`src/rtl/int_req_multi.sv`:
```
// ---------------------------------------------------------------------------
// int_req_multi: parametrised interrupt request register (IRR).
// The IR pins are synchronised, then captured per channel in level or edge
// mode. While frozen, edges are parked in a pending latch so they are not
// lost. A sticky per-channel flag records edges that were absorbed by an
// already-set request.
//
// Ports:
//   clock                       system clock, rising edge
//   reset                       synchronous, active-high
//   level_triggered_config      per channel: 1 = level mode, 0 = edge mode
//   freeze                      IRR holds (pending capture stays active)
//   clear_interrupt_request     per-channel IRR clear (multi-hot allowed)
//   overflow_clear              per-channel clear of edge_overflow
//   interrupt_request_pin       asynchronous IR pins
//   interrupt_request_register  IRR
//   edge_overflow               sticky missed-edge flags
//   any_request                 OR-reduction of IRR
// ---------------------------------------------------------------------------
module int_req_multi #(
    parameter int unsigned NUM_IRQ     = 8,
    parameter int unsigned SYNC_STAGES = 2
) (
    input  logic               clock,
    input  logic               reset,
    input  logic [NUM_IRQ-1:0] level_triggered_config,
    input  logic               freeze,
    input  logic [NUM_IRQ-1:0] clear_interrupt_request,
    input  logic [NUM_IRQ-1:0] overflow_clear,
    input  logic [NUM_IRQ-1:0] interrupt_request_pin,
    output logic [NUM_IRQ-1:0] interrupt_request_register,
    output logic [NUM_IRQ-1:0] edge_overflow,
    output logic               any_request
);

    localparam logic [1:0] FILL_MAX = 2'(SYNC_STAGES);

    logic [1:0]         fill_cnt;
    logic               sync_valid;
    logic [NUM_IRQ-1:0] pin_s;
    logic [NUM_IRQ-1:0] pin_prev;
    logic [NUM_IRQ-1:0] cfg_q;
    logic [NUM_IRQ-1:0] pending;

    logic [NUM_IRQ-1:0] rise;
    logic [NUM_IRQ-1:0] edge_mode;
    logic [NUM_IRQ-1:0] cfg_change;
    logic [NUM_IRQ-1:0] freeze_v;
    logic [NUM_IRQ-1:0] level_val;
    logic [NUM_IRQ-1:0] irr_run;
    logic [NUM_IRQ-1:0] irr_d;
    logic [NUM_IRQ-1:0] pend_set;
    logic [NUM_IRQ-1:0] pend_fold;
    logic [NUM_IRQ-1:0] pend_d;
    logic [NUM_IRQ-1:0] ovf_set;
    logic [NUM_IRQ-1:0] ovf_d;

    // Fill counter: synchroniser output is trusted only once every stage
    // has been loaded from a post-reset pin sample.
    always_ff @(posedge clock) begin
        if (reset) begin
            fill_cnt <= 2'd0;
        end else if (!sync_valid) begin
            fill_cnt <= fill_cnt + 2'd1;
        end
    end

    assign sync_valid = (fill_cnt == FILL_MAX);

    // Pin synchroniser chain
    if (SYNC_STAGES == 0) begin : g_nosync
        assign pin_s = interrupt_request_pin;
    end else begin : g_sync
        logic [NUM_IRQ-1:0] stage [SYNC_STAGES];

        always_ff @(posedge clock) begin
            if (reset) begin
                for (int unsigned j = 0; j < SYNC_STAGES; j++) begin
                    stage[j] <= '0;
                end
            end else begin
                stage[0] <= interrupt_request_pin;
                for (int unsigned j = 1; j < SYNC_STAGES; j++) begin
                    stage[j] <= stage[j-1];
                end
            end
        end

        assign pin_s = stage[SYNC_STAGES-1];
    end

    // Next-state logic for IRR, pending latch and overflow flags
    always_comb begin
        freeze_v   = {NUM_IRQ{freeze}};
        edge_mode  = ~level_triggered_config;
        cfg_change = level_triggered_config ^ cfg_q;
        // pin_prev resets to ones so a pin high through reset is not an edge
        rise       = {NUM_IRQ{sync_valid}} & pin_s & ~pin_prev;
        level_val  = sync_valid ? pin_s : '0;

        irr_run = (level_triggered_config & level_val)
                | (edge_mode & (interrupt_request_register | rise | pending));
        // clear beats freeze, freeze beats normal capture
        irr_d   = (freeze ? interrupt_request_register : irr_run)
                & ~clear_interrupt_request;

        // Park edges that IRR cannot take this cycle; fold them in later
        pend_set  = rise & (freeze_v | clear_interrupt_request);
        pend_fold = ~freeze_v & ~clear_interrupt_request;
        pend_d    = edge_mode & ~cfg_change
                  & (pend_set | (pending & ~pend_fold));

        // Edge absorbed by an already-set request or an already-parked edge
        ovf_set = rise & ((edge_mode & interrupt_request_register
                           & ~clear_interrupt_request) | pending);
        ovf_d   = ovf_set | (edge_overflow & ~overflow_clear);
    end

    // State registers
    always_ff @(posedge clock) begin
        if (reset) begin
            pin_prev                   <= '1;
            cfg_q                      <= '0;
            pending                    <= '0;
            interrupt_request_register <= '0;
            edge_overflow              <= '0;
        end else begin
            if (sync_valid) begin
                pin_prev <= pin_s;
            end
            cfg_q                      <= level_triggered_config;
            pending                    <= pend_d;
            interrupt_request_register <= irr_d;
            edge_overflow              <= ovf_d;
        end
    end

    assign any_request = |interrupt_request_register;

endmodule

```
`config.mk`:
```
export PLATFORM = sky130hd
export DESIGN_NAME = int_req_multi
export DESIGN_NICKNAME = d
export VERILOG_FILES = /design/src/rtl/int_req_multi.sv
export SDC_FILE = /design/constraint.sdc
export NUM_CORES = 1
export LEC_CHECK = 0
export ABC_AREA = 1
export CAP_MARGIN = 5
export CORE_ASPECT_RATIO = 0.75
export CORE_MARGIN = 2
export CORE_UTILIZATION = 49
export DETAILED_ROUTE_END_ITERATION = 7
export PLACE_DENSITY = 0.86
export SLEW_MARGIN = 20
export SYNTH_ARGS = -nofsm -noshare
export SYNTH_HDL_FRONTEND = slang
export SYNTH_SLANG_ARGS = --single-unit
```
`constraint.sdc`:
```
create_clock -name clock -period 1.3 [get_ports clock]
set_input_delay 0.13 -clock clock [delete_from_list [all_inputs] [get_ports clock]]
set_output_delay 0.13 -clock clock [all_outputs]
set_load 0.05 [all_outputs]
```
# ---- Word-level counts from Yosys, hierarchy flattened
# Memories as Yosys holds them, arrays and structs flattened.
# Index checks and enable logic that the tools add are counted.
dict set report classes {
  eq_ne 1
  bitwise 31
  reduce_logical 1
  n_mux 7
  addsub 1
}
# cell n
set op_table {}
lappend op_table {{$and 8x8->8} 14}
lappend op_table {{$not 8->8} 7}
lappend op_table {{$or 8x8->8} 7}
lappend op_table {{$mux 8} 4}
lappend op_table {{$reduce_or 8->1} 1}
lappend op_table {{$xor 8x8->8} 1}
lappend op_table {{$mux 1} 3}
lappend op_table {{$add 2x1->2 const B} 1}
lappend op_table {{$eq 2x2->1 const B} 1}
lappend op_table {{$or 1x1->1} 2}
dict set report word_totals {
  n_memories 1
  wordCells 48
  mem_bits_rw 16
  output_inout_bits 17
  inputBits 35
  register_bits 42
}
# name words width rd rd_ports_with_merged_regs wr line
set mem_list {}
lappend mem_list {g_sync.stage 2 8 2 0 2 74} ;# logic [NUM_IRQ-1:0] stage [SYNC_STAGES];

# ---- Depth between registers and ports, before layout
dict set report logic_depth {
  word_depth 9
  depth_mapped 7
  mapped_depth_nobuf 6
}

# ---- Least setup slack after synthesis
# Ideal clock, no wire load.
dict set report synth_timing {
  path_kind {register to output}
  start {reg interrupt_request_register[6]}
  end {out any_request}
  required_time_ps 1170
  arrival_ps 1138
  path_buffers 0
  stages_incl_launch_ff 3
  path_slack_ps 32
  path_cell_list {dfxtp_1 nor4_1 nand2_1}
}
dict set report synth_via {
  elab_chain_cells 1
}
# item line
set synth_rtl {}
lappend synth_rtl {{from (decl)} 31} ;# output logic [NUM_IRQ-1:0] interrupt_request_register,
lappend synth_rtl {{from (signal assigned)} 133} ;# interrupt_request_register <= irr_d;
lappend synth_rtl {{$reduce_or 8->1} 138} ;# assign any_request = |interrupt_request_register;
lappend synth_rtl {{to (decl)} 33} ;# output logic any_request
# Every way passes these cells.

# ---- Worst setup path after layout
dict set report layout_timing {
  start {reg interrupt_request_register[5]}
  end {out any_request}
}
# Same word-level chain as after synthesis.

==> flow_summary.ini <==
[status]
status = finished, violations left
violations = negative setup slack

[layout]
drive_gt1_share_pct = 18.5
fin_cells = 420
synthToLayoutAreaGrowth_pct = 46.5
layout.nets = 395
diodes = 0
stdcell_area_mm2 = 0.00330

[floorplanning]
die_area_mm2 = 0.00516
die_h_um = 62.7
die-width_um = 82.3
start_util_pct = 50.7
core-area_mm2 = 0.00444
rows = 21
pin_count = 52

[routing]
drc = 0
wl_per_cell_um = 13.8
vias = 2180
postRouteAntennaNets = 0
wl_um = 5800
viasPerCell = 5.19
first_iter_violations = 116
first_pass_iters = 6

[critical_path]
end_kind = output pin
cp_max_fo = 2
worstPathRequired_ps = 1170
arrival_ps = 1300
crit_path_start_kind = register
critPathKind = reg2out

[grt]
grt_antenna_before_repair = 0
grt_pass1_wl_um = 9200
track_usage_pct = 23.9
grt_max_degree = 35
gr-total-overflow = 0
grt_pass1_vias = 2143

[yosys]
synth_compound_area_share_pct = 12.5
synth_most_common_cell = nand2_1
synth_largest_area_cell = dfxtp_1
synth_commonest_cells = nand2_1, dfxtp_1, nor2_1, inv_1, a21oi_1
synthFlopType = dfxtp_1
synth_simple_gate_area_share_pct = 24.7
synth_area_leaders = dfxtp_1, nand2_1, nor2_1
netlist.area_leader.share_pct = 51.5
synth_adder_area_share_pct = 0.555
synth_seq_cells = 58
syn_nets = 332
synthArstFlopShare_pct = 0
synthMuxAreaShare_pct = 0
synth_area_mm2 = 0.00225
avgSynthCellArea_um2 = 7.61
yosys_warnings = 0
ys_types = 18
synth_edf_count = 0
synth-xor-area-share_pct = 0
netlist_instances = 296
synth_seq_area_share_pct = 51.5
synth_top_family_by_area = simple AND/OR/NAND/NOR gates

[sta]
max_slew_margin_pct = 78.7
rsz0062_at_grt = yes
finalHoldViolCount = 0
min_period_ps = 1430
fin_crit_sh_pct = 110
worstMarginPinSlew_ps = 319
slew_viol_final = 0
fmax_mhz = 698
skew_ps = 10.8
finalSetupViolations = 1
layout_setup_ws_ps = -133
hold_ws_ps = 306

[place]
hpwl_um = 3580
dpl-instance-area_mm2 = 0.00302
dp.cells = 404
pre_cts_ws_ps = 65.7
numPortBuffers = 51
gp_congestion = 0.748

[pwr]
power_leakage_nw = 1.53
p_sw_share_pct = 26.6
p_int_w = 0.00331
switchingPower_w = 0.00120
peakVddDrop_uv = 825
power.clock.fraction_pct = 37.6
combinationalPowerShare_pct = 16.4
p_total_w = 0.00450
p_seq_share_pct = 46.0
powerDensity_mw_per_mm2 = 1360

[min_path]
hp-class = in2reg

[cts]
cts_tree = done
cts_max_level = 3
cts_buffers = 9
clk_path_buf_depth = 2
clk_pin_slew_ps = 60
worstSkewPairLatency_ps = 340
clock_sinks = 58
cts_root_buffer = clkbuf_8

[flow_run]
drv_cap = 0
==> path summary, 6_finish.rpt <==
check / cells after the start / from / to / slack, ps
worst min-delay path: 3 / interrupt_request_pin[0] / g_sync.stage[0][0] / 310
worst max-delay path: 3 / interrupt_request_register[5] / any_request / -130
worst max register to register: 6 / fill_cnt[1] / interrupt_request_register[5] / 70
worst min register to register: 2 / g_sync.stage[0][0] / g_sync.stage[0][8] / 390
==> state kept, by name, summed over array words and instances, names as in the netlist <==
signal,cells
g_sync.stage,16
cfg_q,8
edge_overflow,8
interrupt_request_register,8
pending,8
pin_prev,8
fill_cnt,2
==> kinds of logic (layout without fill, tap and decap cells) <==
kind of cell | Yosys count | count (layout)
buf+inv | 56 | 123
fa+ha+maj | 1 | 1
flops | 58 | 58
compound gates | 44 | 44
simple gates | 137 | 137
==> cell usage in the layout (no fill, tap or decap) <==
master / count
nand2_1: 57
dfxtp_1: 54
nor2_1: 46
inv_1: 43
clkdlybuf4s50_1: 34
a21oi_1: 24
nand3_1: 18
buf_12: 17
clkbuf_8: 12
buf_4: 9
nor3_1: 8
o211a_1: 8
o21ai_2: 7
nand2_2: 6
dfxtp_2: 4
buf_6: 3
o21ai_0: 2
a21oi_2: 2
inv_2: 1
nor4_2: 1
nor4_4: 1
inv_4: 1
o21ai_1: 1
ha_4: 1
clkbuf_1: 1
bufinv_16: 1
clkinv_2: 1
==> per-layer routing <==
| metal | vias up | wire length [um] | track usage [%] |
|---|---|---|---|
| li1 | 1050 | - | - |
| met1 | 968 | 2250 | 26.6 |
| met2 | 129 | 2730 | 38.2 |
| met3 | 33 | 583 | 9.97 |
| met4 | 0 | 236 | 12.5 |
| met5 | - | 0 | 0 |
==> power by group through the flow <==
| stage | combinational (W) | clock [W] | sequential (W) |
|---|---|---|---|
| after floorplan | 0.000333 | 0 | 0.00208 |
| after global placement | 0.000596 | 0 | 0.00208 |
| after detailed placement | 0.000624 | 0 | 0.00208 |
| after CTS | 0.000667 | 0.00171 | 0.00205 |
| after global routing | 0.000801 | 0.00180 | 0.00208 |
| final | 0.000740 | 0.00169 | 0.00207 |
==> critical path, stage by stage (launching register included) <==
cell	delay, ps
dfxtp_2	340
nor4_4	340
nand2_1	120
buf_6	160
==> layout make-up <==
| type | count | area [um2] |
|---|---|---|
| Fill cell | 289 | 1140 |
| Multi-Input combinational cell | 182 | 907 |
| Sequential cell | 58 | 1170 |
| Tap cell | 57 | 71.3 |
| Clock buffer | 13 | 169 |
| Timing Repair Buffer | 63 | 782 |
| Clock inverter | 2 | 35.0 |
| Inverter | 45 | 171 |
==> stage by stage <==
step | utilization, % | setup TNS [ps]
6_report | 74.4 | -133
5_1_grt | 74.4 | -196
4_1_cts | 73.2 | -98.2
3_5_place_dp | 68.0 | 0
3_3_place_gp | 68.0 | 0
2_1_floorplan | - | 0
==> what timing repair did <==
action | in CTS | in global routing
resized for setup | 7 | 13
buffers inserted | 0 | 1
pin swaps | 4 | 7
hold buffers | 0 | 0
setup endpoints to repair | 2 | 14
Power figures use the tool's default switching activity.
